`config.mk`:
```
export PLATFORM = sky130hd
export DESIGN_NAME = fetch_sequencer
export DESIGN_NICKNAME = d
export VERILOG_FILES = /design/src/rtl/fetch_sequencer_pkg.sv /design/src/rtl/fetch_sequencer_redirect_arb.sv /design/src/rtl/fetch_sequencer.sv
export SDC_FILE = /design/constraint.sdc
export NUM_CORES = 1
export LEC_CHECK = 0
export CELL_PAD_IN_SITES_DETAIL_PLACEMENT = 0
export CELL_PAD_IN_SITES_GLOBAL_PLACEMENT = 1
export CORE_MARGIN = 2
export CORE_UTILIZATION = 28
export CTS_CLUSTER_SIZE = 14
export DETAILED_ROUTE_END_ITERATION = 12
export PLACE_DENSITY = 0.82
export SLEW_MARGIN = 30
export SYNTH_ARGS = -nofsm -noshare
export SYNTH_HDL_FRONTEND = slang
export SYNTH_HIERARCHICAL = 1
export SYNTH_SLANG_ARGS = --single-unit
```
`constraint.sdc`:
```
create_clock -name CLK -period 5.5 [get_ports CLK]
set_clock_uncertainty 0.2 [all_clocks]
set_input_delay 1.65 -clock CLK [delete_from_list [all_inputs] [get_ports CLK]]
set_output_delay 1.65 -clock CLK [all_outputs]
set_load 0.05 [all_outputs]
```
`src/rtl/fetch_sequencer_pkg.sv`:
```
// Shared types for the fetch sequencer: word type, PC-select encoding and FSM states.
package fetch_sequencer_pkg;

    localparam int unsigned WORD_W = 32;

    typedef logic [WORD_W-1:0] word_t;

    typedef enum logic [1:0] {
        NEXT         = 2'd0,
        JUMP         = 2'd1,
        JUMPREGISTER = 2'd2,
        BRANCH       = 2'd3
    } pcselect_t;

    typedef enum logic [1:0] {
        RUN    = 2'd0,
        HOLD   = 2'd1,
        DRAIN  = 2'd2,
        HALTED = 2'd3
    } fetch_state_t;

    // Wraps modulo 2^32 by construction.
    function automatic word_t branch_target(input word_t npc, input logic [15:0] imm);
        return npc + {{14{imm[15]}}, imm, 2'b00};
    endfunction

endpackage

```
`src/rtl/fetch_sequencer_redirect_arb.sv`:
```
// Combinational redirect arbiter: picks the oldest redirect source and forms its absolute target.
module fetch_sequencer_redirect_arb
    import fetch_sequencer_pkg::*;
(
    input  logic        stall,
    input  logic        id_jump,
    input  logic [3:0]  id_npc_hi,
    input  logic [25:0] id_jtarget,
    input  logic        ex_branch_taken,
    input  word_t       ex_npc,
    input  logic [15:0] ex_imm,
    input  logic        ex_jr,
    input  word_t       ex_jr_addr,
    output logic        redirect_valid,
    output word_t       redirect_target,
    output logic        redirect_is_ex
);

    logic ex_valid;
    logic id_valid;

    assign ex_valid = ex_branch_taken | ex_jr;
    assign id_valid = id_jump & ~stall & ~ex_valid;

    always_comb begin
        redirect_valid  = ex_valid | id_valid;
        redirect_is_ex  = ex_valid;
        redirect_target = '0;
        // JR beats a simultaneous taken branch; EX beats ID as the older instruction.
        if (ex_jr) begin
            redirect_target = ex_jr_addr;
        end else if (ex_branch_taken) begin
            redirect_target = branch_target(ex_npc, ex_imm);
        end else if (id_valid) begin
            redirect_target = {id_npc_hi, id_jtarget, 2'b00};
        end
    end

endmodule

```
`src/rtl/fetch_sequencer.sv`:
```
// Fetch-stage controller: sequences the PC block, instruction-memory enable, redirects and flushes.
module fetch_sequencer
    import fetch_sequencer_pkg::*;
(
    input  logic        CLK,
    input  logic        RST,
    input  logic        ihit,
    input  logic        stall,
    input  logic        halt_req,
    input  logic        id_jump,
    input  logic [31:0] id_npc,
    input  logic [25:0] id_jtarget,
    input  logic        ex_branch_taken,
    input  logic [31:0] ex_npc,
    input  logic [15:0] ex_imm,
    input  logic        ex_jr,
    input  logic [31:0] ex_jr_addr,
    output logic        iren,
    output logic [1:0]  pc_select,
    output logic [31:0] jump_data,
    output logic        pc_halt,
    output logic        flush_ifid,
    output logic        flush_idex,
    output logic        halted
);

    fetch_state_t state_q, state_d;
    word_t        pend_target_q, pend_target_d;
    logic         pend_is_ex_q, pend_is_ex_d;

    logic  redirect_valid;
    word_t redirect_target;
    logic  redirect_is_ex;
    logic  ex_redirect;

    logic  apply_now;
    word_t apply_target;
    logic  apply_ex;

    // Only the region bits of the ID PC feed the jump target.
    logic unused_id_npc_bits;
    assign unused_id_npc_bits = ^id_npc[27:0];

    fetch_sequencer_redirect_arb u_redirect_arb (
        .stall           (stall),
        .id_jump         (id_jump),
        .id_npc_hi       (id_npc[31:28]),
        .id_jtarget      (id_jtarget),
        .ex_branch_taken (ex_branch_taken),
        .ex_npc          (ex_npc),
        .ex_imm          (ex_imm),
        .ex_jr           (ex_jr),
        .ex_jr_addr      (ex_jr_addr),
        .redirect_valid  (redirect_valid),
        .redirect_target (redirect_target),
        .redirect_is_ex  (redirect_is_ex)
    );

    assign ex_redirect = redirect_valid & redirect_is_ex;

    always_ff @(posedge CLK or posedge RST) begin
        if (RST) begin
            state_q       <= RUN;
            pend_target_q <= '0;
            pend_is_ex_q  <= 1'b0;
        end else begin
            state_q       <= state_d;
            pend_target_q <= pend_target_d;
            pend_is_ex_q  <= pend_is_ex_d;
        end
    end

    always_comb begin
        state_d       = state_q;
        pend_target_d = pend_target_q;
        pend_is_ex_d  = pend_is_ex_q;
        apply_now     = 1'b0;
        apply_target  = '0;
        apply_ex      = 1'b0;
        iren          = 1'b1;
        pc_select     = NEXT;
        jump_data     = pend_target_q;
        pc_halt       = ~ihit | stall;
        flush_ifid    = 1'b0;
        flush_idex    = 1'b0;
        halted        = 1'b0;

        if (!RST) begin
            unique case (state_q)
                RUN: begin
                    if (redirect_valid) begin
                        if (ihit) begin
                            apply_now    = 1'b1;
                            apply_target = redirect_target;
                            apply_ex     = redirect_is_ex;
                        end else begin
                            pc_halt       = 1'b1;
                            pend_target_d = redirect_target;
                            pend_is_ex_d  = redirect_is_ex;
                            state_d       = HOLD;
                        end
                    end else if (halt_req) begin
                        state_d = DRAIN;
                    end
                end
                HOLD: begin
                    pc_halt = 1'b1;
                    // A fresh EX redirect replaces whatever was pending; ID jumps are dropped.
                    if (ex_redirect) begin
                        pend_target_d = redirect_target;
                        pend_is_ex_d  = 1'b1;
                    end
                    if (ihit) begin
                        apply_now    = 1'b1;
                        apply_target = ex_redirect ? redirect_target : pend_target_q;
                        apply_ex     = ex_redirect | pend_is_ex_q;
                        state_d      = RUN;
                    end
                end
                DRAIN: begin
                    pc_halt = 1'b1;
                    if (ex_redirect) begin
                        if (ihit) begin
                            apply_now    = 1'b1;
                            apply_target = redirect_target;
                            apply_ex     = 1'b1;
                            state_d      = RUN;
                        end else begin
                            pend_target_d = redirect_target;
                            pend_is_ex_d  = 1'b1;
                            state_d       = HOLD;
                        end
                    end else if (ihit) begin
                        state_d = HALTED;
                    end
                end
                HALTED: begin
                    iren    = 1'b0;
                    pc_halt = 1'b1;
                    halted  = 1'b1;
                end
                default: ;
            endcase

            if (apply_now) begin
                pc_halt    = 1'b0;
                pc_select  = JUMPREGISTER;
                jump_data  = apply_target;
                flush_ifid = 1'b1;
                flush_idex = apply_ex;
            end
        end
    end

endmodule

```
# Word-level counts from Yosys, hierarchy flattened
# Index checks and enable logic that the tools add are counted.
[totals]
reg_bits = 35
latch_bits = 0
ramBits = 0
rom_bits = 0
output_inout_bits = 39
word_cells = 86
memories = 0
[op_classes]
n_addsub = 1
mul = 0
div_mod_pow = 0
n_lt_le_gt_ge = 0
eq_ne = 12
shift = 0
muxes = 53
n_bitwise = 11
n_reduce_logical = 6
[ops]
columns = ["operator", "n"]
rows = [
  ["$mux 32", 13],
  ["$pmux 32 s3", 2],
  ["$add 32x32->32", 1],
  ["$mux 1", 25],
  ["$mux 2", 8],
  ["$ne 2x2->1 const B", 6],
  ["$ne 3x3->1 const B", 3],
  ["$pmux 1 s3", 3],
  ["$reduce_and 7->1", 1],
  ["$pmux 2 s3", 1],
  ["$reduce_and 6->1", 1],
  ["$eq 2x2->1 const B", 2],
  ["$not 1->1", 4],
  ["$or 1x1->1", 4],
  ["$reduce_and 4->1", 1],
  ["$and 1x1->1", 3],
  ["$reduce_bool 3->1", 1],
  ["$reduce_or 3->1", 1],
  ["$eq 2x1->1 const B", 1],
  ["$logic_not 2->1", 1],
  ["$pmux 1 s2", 1],
]

# Depth between registers and ports, before layout
[depth]
ltp_word = 11
ltp_mapped = 11
mapped_depth_nobuf = 11

# Cells and area by module
# The synthesis kept the hierarchy.
[modules_own_cells]
columns = ["module", "n_inst", "cells_each", "area_per_inst_um2", "seq_area_each_um2"]
rows = [
  ["fetch_sequencer_redirect_arb", 1, 319, 2164.6, 0.0],
  ["fetch_sequencer", 1, 161, 1938.1, 875.8],
]

# Worst setup path before layout
# Ideal clock, no wire load.
[synth_timing]
kind = "input to output"
start = "in ex_npc[2]"
end = "out jump_data[30]"
arrival_time_ps = 4202
t_required_ps = 3650
setup_slack_ps = -552
path_stages = 11
cell_sequence = "ha_1 > fa_1 > a211oi_2 > o21bai_1 > a21o_2 > a2111oi_4 > nor4_2 > o31ai_2 > xor2_1 > o21ai_1 > a22o_1"
[synth_via]
elab_chain_len = 8
word_cells_on_any_way = 11
cone_classes = "add/sub: 1; mux: 10"
[synth_rtl]
columns = ["item", "line_no", "text"]
rows = [
  ["start: declaration", "fetch_sequencer.sv:14", "input logic [31:0] ex_npc,"],
  ["$add 32x32->32 *", "fetch_sequencer_pkg.sv:24", "return npc + {{14{imm[15]}}, imm, 2'b00};"],
  ["$mux 32 *", "fetch_sequencer_redirect_arb.sv:32", "end else if (ex_branch_taken) begin"],
  ["$mux 32 *", "fetch_sequencer_redirect_arb.sv:30", "if (ex_jr) begin"],
  ["via redirect_target[30]", "fetch_sequencer.sv:32", "word_t redirect_target;"],
  ["$mux 32, on equally long branches", "-", ""],
  ["$mux 32, on equally long branches", "fetch_sequencer.sv:122, fetch_sequencer.sv:91, fetch_sequencer.sv:113", ""],
  ["$pmux 32 s3 *", "fetch_sequencer.sv:89", "unique case (state_q)"],
  ["$mux 32 *", "fetch_sequencer.sv:145", "if (apply_now) begin"],
  ["$mux 32 *", "fetch_sequencer.sv:88", "if (!RST) begin"],
  ["end: declaration", "fetch_sequencer.sv:20", "output logic [31:0] jump_data,"],
]
# Mark *: on every way through the listed nets, which the timed path passes. The rest lies on a longest branch.

# Worst setup path after layout
# Ends and elaborated chain as after synthesis.

==> impl_metrics.yaml <==
critical_path:
  cp_data_arrival_time_ns: 4.44
  ff2ff_path_depth: 7
  max_stage_delay_ns: 0.48
  crit_slowest_cell: "a2111oi_4"
  reg2reg_to: "pend_target_q[25]"
  start_kind: "input port"
  crit_fanout: 3
  r2r_setup_slack_ns: 3.09
  cp_num_buf_inv: 2
  crit_chain: "buf_8, ha_4, fa_2, a211oi_2, o21bai_1, a21o_2, a2111oi_4, nor4_4, o31ai_2, xor2_1, o21ai_2, a22o_4, buf_12"
  cp_top_family: "compound AO/OA/AOI/OAI gates"
  end_kind: "output pin"
  path_class: "input port to output pin"
  reg2reg_from: "state_q[1]"
  required_ns: 3.65
run_status:
  violations: "setup timing"
  status: "finished, violations left"
clock_network:
  cts_tree: "built"
  insertion_delay_ns: 0.27
  htree_levels: 2
  clk_pin_slew_ns: 0.05
  clock-root-buffer: "clkbuf_16"
  cts_max_path_buffers: 2
  ctsHoldBuffers: 0
  cts-buffers-inserted: 5
  clock-sinks: 35
finish:
  layout_commonest_cell: "buf_4"
  fill_cells: 1237
  syn2layout_area_growth_pct: 97.9
  drive_gt1_share_pct: 50.0
  fin_area_um2: 8120
  final_cell_mix: "118 x buf_4, 81 x clkdlybuf4s50_1, 35 x dfrtp_1"
  nets: 935
  n_antenna_cell: 0
synth:
  yosys.area.top_type_share_pct: 21.3
  synth-edff-count: 0
  syn_inst: 480
  ys_async_sr_fraction_pct: 100
  ys_warn_count: 6
  syn-num-nets: 662
  synth_top_flop_cell: "dfrtp_1"
  synth_seq_cells: 35
  ys_types: 59
  avgSynthCellArea_um2: 8.55
  yosys-top-cells-area: "dfrtp_1 21%, ha_1 11%, mux2_2 8.8%"
  yosysSeqAreaShare_pct: 21.3
  synth_area_um2: 4100
  synth_area_leader_cell: "dfrtp_1"
die:
  die-width_um: 125
  initial_core_util_pct: 28.4
  die_h_um: 125
  die_area_um2: 15600
  rows: 44
  core_area_um2: 14400
  pin_count: 185
sta:
  hold_viol: 0
  fin_setup_tns_ns: -10.38
  hold_ws_ns: 0.303
  post-route-period-util_pct: 114
  max_freq_ghz: 0.159
  setup_viol: 26
  slew_viol_final: 0
  rsz0062_at_grt: "yes"
  layout_min_cycle_time_ns: 6.29
  max_slew_margin_pct: 60.5
  fin_ws_ns: -0.789
  tightest_slew_ns: 0.593
hold_path:
  worstHoldPathType: "register to register"
  min_from: "pend_target_q[1]"
  holdPathEnd: "pend_target_q[1]"
  whs_path_depth: 1
power_and_ir_drop:
  p_int_w: 0.00173
  power.density_nw_per_um2: 381
  irDropWorstVdd_mv: 0.208
  p_seq_share_pct: 14.8
  leakage_nw: 3.68
  switching_share_pct: 44.1
  clock_power_share_pct: 8.4
  pwr-share-comb_pct: 76.8
  p_switching_w: 0.00136
route:
  via_count: 4807
  ant_nets: 0
  drt-vias-per-instance: 5.14
  first_iter_violations: 192
  drc: 0
  first_pass_iters: 4
  wl_per_cell_um: 17.0
  drt_wl_total_mm: 15.9
grt:
  grt.total_usage_pct: 18.7
  grt_pass1_vias: 4944
  antenna_found_initial: 0
  grt_max_degree: 48
  grt_pass1_wl_mm: 24.2
  overflow: 0
run:
  max_cap_viol_count: 0
placement:
  placed_area_um2: 6940
  routabilityCongestion: 0.862
  portBuffers: 155
  dp_hpwl_mm: 11.9
## synth_stat cells, types with 2 or more instances
| library cell | count |
|---|---|
| a21oi_1 | 41 |
| dfrtp_1 | 35 |
| ha_1 | 35 |
| a22o_1 | 34 |
| nand2_1 | 33 |
| mux2_2 | 32 |
| o21ai_0 | 28 |
| inv_1 | 23 |
| nor2_1 | 21 |
| a22oi_1 | 19 |
| a21o_1 | 18 |
| xnor2_1 | 17 |
| clkbuf_1 | 16 |
| o21ai_1 | 12 |
| xor2_1 | 9 |
| a221oi_1 | 8 |
| and3_1 | 8 |
| nand3_1 | 6 |
| a211oi_1 | 5 |
| a31oi_1 | 5 |
| buf_2 | 5 |
| buf_4 | 5 |
| nand2b_1 | 5 |
| nand4_1 | 5 |
| nor2b_1 | 5 |
| o211ai_1 | 4 |
| a211oi_2 | 3 |
| a222oi_1 | 3 |
| buf_6 | 3 |
| or3_1 | 3 |
| a21o_2 | 2 |
| a311oi_1 | 2 |
| and4_1 | 2 |
| mux2i_1 | 2 |
| or2_2 | 2 |
## registers in the layout (all words and copies together) (netlist names)
signal / count
state_q: 2
pend_target_q: 32
pend_is_ex_q: 1
## worst max path at each step
stage,to,depth (start not counted),slack [ns],from
global placement,jump_data[30],13,-1.13,ex_npc[2]
CTS,jump_data[30],13,-0.78,ex_imm[0]
detailed placement,jump_data[30],13,-1.23,ex_npc[2]
finish,jump_data[30],13,-0.79,ex_npc[2]
global route,jump_data[30],13,-0.91,ex_npc[2]
floorplan,jump_data[30],11,-0.35,ex_npc[2]
## timing repair
item	CTS	global route
setup buffers	51	23
endpoints found under the hold margin	0	0
endpoints found under the setup margin	32	33
resized for setup	114	157
pin swaps	73	78
## cells by family after synthesis
logic type	synth area share, %
AOI/OAI and AO/OA	34.5
xor gates and xnor gates	5.55
adders and majority gates	11.2
buffers and inverters	6.01
DFF	21.3
muxes	9.55
other	0.0914
and+or+nand+nor	11.8
## area by class of cell
cell class | instances | area [µm²] | share of cell area (%)
flip-flops and latches | 35 | 876 | 10.8
repair buffers | 295 | 2980 | 36.7
inverters | 24 | 90.1 | 1.11
multi-input cells | 392 | 3810 | 47.0
clock buffers | 5 | 125 | 1.54
clock inverters | 1 | 7.51 | 0.0925
well taps | 184 | 230 | 2.84
## power by group through the flow
stage	clock (W)	combinational, W	sequential, W
after floorplan	0	0.00127	0.000440
after global placement	0	0.00212	0.000449
after detailed placement	0	0.00215	0.000459
after CTS	0.000265	0.00226	0.000455
after global routing	0.000275	0.00248	0.000474
final	0.000258	0.00238	0.000458
## per-stage QoR
step	util [%]	cells	setup WS, ns	power [W]
after floorplan	-	480	-0.347	0.00171
after CTS	52.4	922	-0.780	0.00298
after global placement	48.1	891	-1.13	0.00257
after global routing	56.3	936	-0.907	0.00323
after detailed placement	48.1	891	-1.23	0.00260
final	56.3	936	-0.789	0.00309
## routing by layer
metal,share of wire (%),track usage [%],vias up
li1,-,-,2361
met1,42,22.9,2283
met2,51,34.7,134
met3,4.3,2.01,29
met4,2.2,5.42,0
met5,0,0,-
Power figures use the tool's default switching activity.
